## config.mk

```make
export PLATFORM = sky130hd
export DESIGN_NAME = multi_sel_feeder
export DESIGN_NICKNAME = d
export VERILOG_FILES = /design/src/rtl/multi_sel_feeder.sv
export SDC_FILE = /design/constraint.sdc
export NUM_CORES = 1
export LEC_CHECK = 0
export ABC_AREA = 1
export CAP_MARGIN = 20
export CORE_MARGIN = 8
export CORE_UTILIZATION = 40
export CTS_CLUSTER_SIZE = 30
export DETAILED_ROUTE_END_ITERATION = 12
export HOLD_SLACK_MARGIN = 0.02
export PLACE_DENSITY = 0.62
export RECOVER_POWER = 25
export REMOVE_ABC_BUFFERS = 1
export SYNTH_ARGS = -nofsm -noshare
export SYNTH_HDL_FRONTEND = slang
export SYNTH_SLANG_ARGS = --single-unit
```

## constraint.sdc

```tcl
create_clock -name clk -period 3.2 [get_ports clk]
set_input_delay 0.64 -clock clk [delete_from_list [all_inputs] [get_ports clk]]
set_output_delay 0.64 -clock clk [all_outputs]
set_load 0.01 [all_outputs]
```

## src/rtl/multi_sel_feeder.sv

```systemverilog
// multi_sel_feeder: circular FIFO that buffers producer bytes and feeds them to multi_sel on input_grant
module multi_sel_feeder #(
    parameter int DW    = 8,
    parameter int DEPTH = 8,
    parameter int AW    = 3
) (
    input  logic          clk,
    input  logic          rst,
    input  logic          in_valid,
    input  logic [DW-1:0] in_data,
    output logic          in_ready,
    input  logic          input_grant,
    output logic [DW-1:0] d,
    output logic          d_valid,
    output logic [AW:0]   count,
    output logic          underflow_err
);
    logic [DW-1:0] mem [DEPTH];
    logic [AW-1:0] rd_ptr, wr_ptr;
    logic          push, pop;

    // in_ready depends only on count, so input_grant never reaches it combinationally
    assign in_ready = count != (AW+1)'(DEPTH);
    assign d_valid  = count != '0;
    assign push     = in_valid && in_ready;
    assign pop      = input_grant && d_valid;
    assign d        = d_valid ? mem[rd_ptr] : '0;

    always_ff @(posedge clk or posedge rst) begin
        if (rst) begin
            rd_ptr        <= '0;
            wr_ptr        <= '0;
            count         <= '0;
            underflow_err <= 1'b0;
            for (int i = 0; i < DEPTH; i++) mem[i] <= '0;
        end else begin
            if (push) begin
                mem[wr_ptr] <= in_data;
                wr_ptr      <= wr_ptr + 1'b1;
            end
            if (pop) rd_ptr <= rd_ptr + 1'b1;
            count <= count + (AW+1)'(push) - (AW+1)'(pop);
            if (input_grant && !d_valid) underflow_err <= 1'b1;
        end
    end
endmodule
```

==> run summary <==
## Cells and area
• FF+latch area: 0.00188 sq mm
• area taken by multi-input logic gates: 0.00171 sq mm
• Final #Nets: 538
• count of antenna diodes in the layout: 0
• ratio of cells with drive above 1 in the final layout: 15.2%
• final non-filler cell total: 657
• number of fill cells: 1013
• area added between synthesis and finish: 11.5%

## Power
• Pwr per Cell Area: 1020 mW/mm^2
• worst vdd ir: 0.000313 V
• leakage dissipation: 2.30 nW

## STA
• Highest Clock Rate: 349 MHz
• post-route clock period utilization: 89.6%
• clock skew after layout: 0.00695 ns
• setup violation total in the final timing report: 0
• total negative slack: 0 ns
• Rel. slew slack: 53.3%
• max-slew violation count: 0
• hold violation count in the final report: 0
• setup repair after global routing missed its margin: no
• clock period minus final worst setup slack: 2.87 ns
• final worst slack: 0.331 ns
• transition time at the pin with the least slew margin: 0.701 ns

## Floorplan
• cell row count: 37
• Die ar.: 0.0137 sq mm
• Top Ports: 27
• width of the chip: 117 microns
• Std-Cell Core Area: 0.0101 sq mm
• effective utilization at floorplan: 40.4%
• height of the die: 117 microns

## Clock network
• CTS Buf Count: 9
• total setup buffers inserted after CTS: 0
• master cell of the clock root buffer: clkbuf_8
• clock latency on the worst-skew pair: 0.34 ns
• Clock Path Buffers: 2
• clk slew on worst S/H paths: 0.07 ns
• CTS tree: built
• clock sink total: 75
• number of cells upsized or downsized after cts: 0
• number of H-tree levels: 3
• post-cts hold buffer count: 0

## Synthesis
• predominant post-synthesis flop cell: dfrtp_1
• Mapped Cells: 498
• cell accounting for the most synthesized area: dfrtp_1
• Yosys top cell area share: 45.8%
• top-count cell post-synth: nand2_1
• largest cells by area after synthesis: dfrtp_1 46%, nand2_1 13%, inv_1 7.2%, o21ai_2 6.8%, nand3_1 5.3%
• flops & latches, synth: 75
• Async S/R FF share, synth: 100%
• mean cell area of the mapped netlist: 8.23 sq um
• count of synthesis-stage warnings from yosys: 0
• total standard cell area after synthesis: 0.00410 sq mm
• share of synthesized area occupied by flip-flops and latches: 45.8%
• Post-synth EDFFs: 0
• cell types with the highest counts after synthesis: 145 x nand2_1, 79 x inv_1, 75 x dfrtp_1
• number of distinct library cells after synthesis: 25

## Global route
• first-pass GRT wire length: 15100 microns
• busiest layer in global routing: met2
• met2 track demand over resource in global routing: 23.1%
• met3 demand-to-capacity share in global routing: 2.10%
• number of global-route vias before repair: 3027
• maximum number of pins on one net before global-route repair: 60
• total global routing track utilization: 14.2%
• met1 layer usage reported by global route: 18.4%
• initial antenna violation count: 0
• total grt overflow: 0

## Route
• final antenna-violating net count: 0
• drt first-iter violations: 203
• wire length after detailed routing: 8700 microns
• DR vias: 3028
• vias per cell: 4.61
• # DRC: 0
• number of iterations in the first detailed-routing pass: 4
• average routed wire per standard cell: 13.2 microns

## Critical path
• kind of start point of the critical path: register
• longest individual stage delay on the worst path: 0.57 ns
• worst-path cell with the longest stage delay: clkdlybuf4s50_1
• worst-path fanout max: 11
• category of the worst setup path capture point: primary output
• required time of the critical path: 2.56 ns
• cell breakdown of the critical path: inv_1 -> ha_1 -> nand3_1 -> nand2_1 -> nor2_1 -> clkdlybuf4s50_1
• Arrival @ worst endpoint: 2.23 ns
• start-to-end type of the worst setup path: reg -> out

## Worst hold path
• class of the tightest hold or removal check: reg -> reg

## Placement
• number of placed cells counting well taps: 642
• worst slack at placement: 0.501 ns
• port bufs: 26
• detailed placer's ending HPWL: 5560 microns
• global placer's final weighted congestion: 0.765

## Job
• total of max-cap violations: 0

## Run status
• outcome: completed

logic make-up (layout without fill, tap and decap cells):
logic type | count (synthesis) | in the layout | share of synthesized area (%)
xor gates and xnor gates | 6 | 6 | 1.28
adders and majority gates | 9 | 9 | 2.93
AOI/OAI and AO/OA | 69 | 69 | 11.4
buffers and inverters | 109 | 132 | 12.5
DFF | 75 | 75 | 45.8
and+or+nand+nor | 230 | 230 | 26.1
flip-flops by register name, summed over array words and instances (netlist names):
name,cells
count,4
mem,64
rd_ptr,3
underflow_err,1
wr_ptr,3
path summary, 6_finish.rpt:
path	from	end	slack [ns]	depth (start not counted)
hold reg to reg	mem[36]	mem[36]	0.48	2
setup reg to reg	count[2]	count[2]	0.53	10
hold / removal	mem[36]	mem[36]	0.48	2
setup / recovery	count[2]	d[0]	0.33	6
max in group asynchronous	rst	count[1]	1.60	3
min in group asynchronous	rst	mem[33]	0.84	2
layout make-up:
cell class | count | share of cell area [%]
Clock buffer | 13 | 3.69
Clock inverter | 2 | 0.219
Timing Repair Buffer | 31 | 6.79
Sequential cell | 75 | 41.1
Tap cell | 136 | 3.72
Multi-Input combinational cell | 314 | 37.4
Inverter | 86 | 7.09
worst max-delay path, delay by kind of cell (launching register included):
family	cells	cell delay, ns
fa+ha+maj	1	0.19
buf+inv	2	0.65
flops	1	0.35
simple gates	3	0.70
power by group:
group,internal (mW),switching [mW],leakage (nW)
logic,0.990,1.33,1.27
clock network,0.339,0.335,0.0953
registers,1.38,0.300,0.936
total,2.71,1.97,2.30
per-layer routing:
metal,up-vias,wire length (microns)
met2,40,4100
met4,0,152
met5,-,0
met1,1401,4180
li1,1575,-
met3,12,264
through the flow:
stage	hold slack (ns)	power (mW)	utilization, %	cell area, sq um
after floorplan	0.455	3.25	-	3910
after global placement	0.464	3.99	43.3	4390
after detailed placement	0.464	4.04	43.3	4390
after CTS	0.485	4.73	45.1	4570
after global routing	0.507	5.15	45.1	4570
final	0.483	4.68	45.1	4570
cells in the final DEF (no fill, tap or decap), types with 9 or more instances in the layout:
| cell type | instances |
|---|---|
| nand2_1 | 145 |
| inv_1 | 79 |
| dfrtp_1 | 75 |
| nand3_1 | 43 |
| o21ai_1 | 33 |
| o21ai_2 | 32 |
| clkdlybuf4s50_1 | 25 |
| nor2_1 | 21 |
| clkbuf_8 | 12 |
| nand3_4 | 9 |
Note: power is estimated with default switching activity, not from simulation.
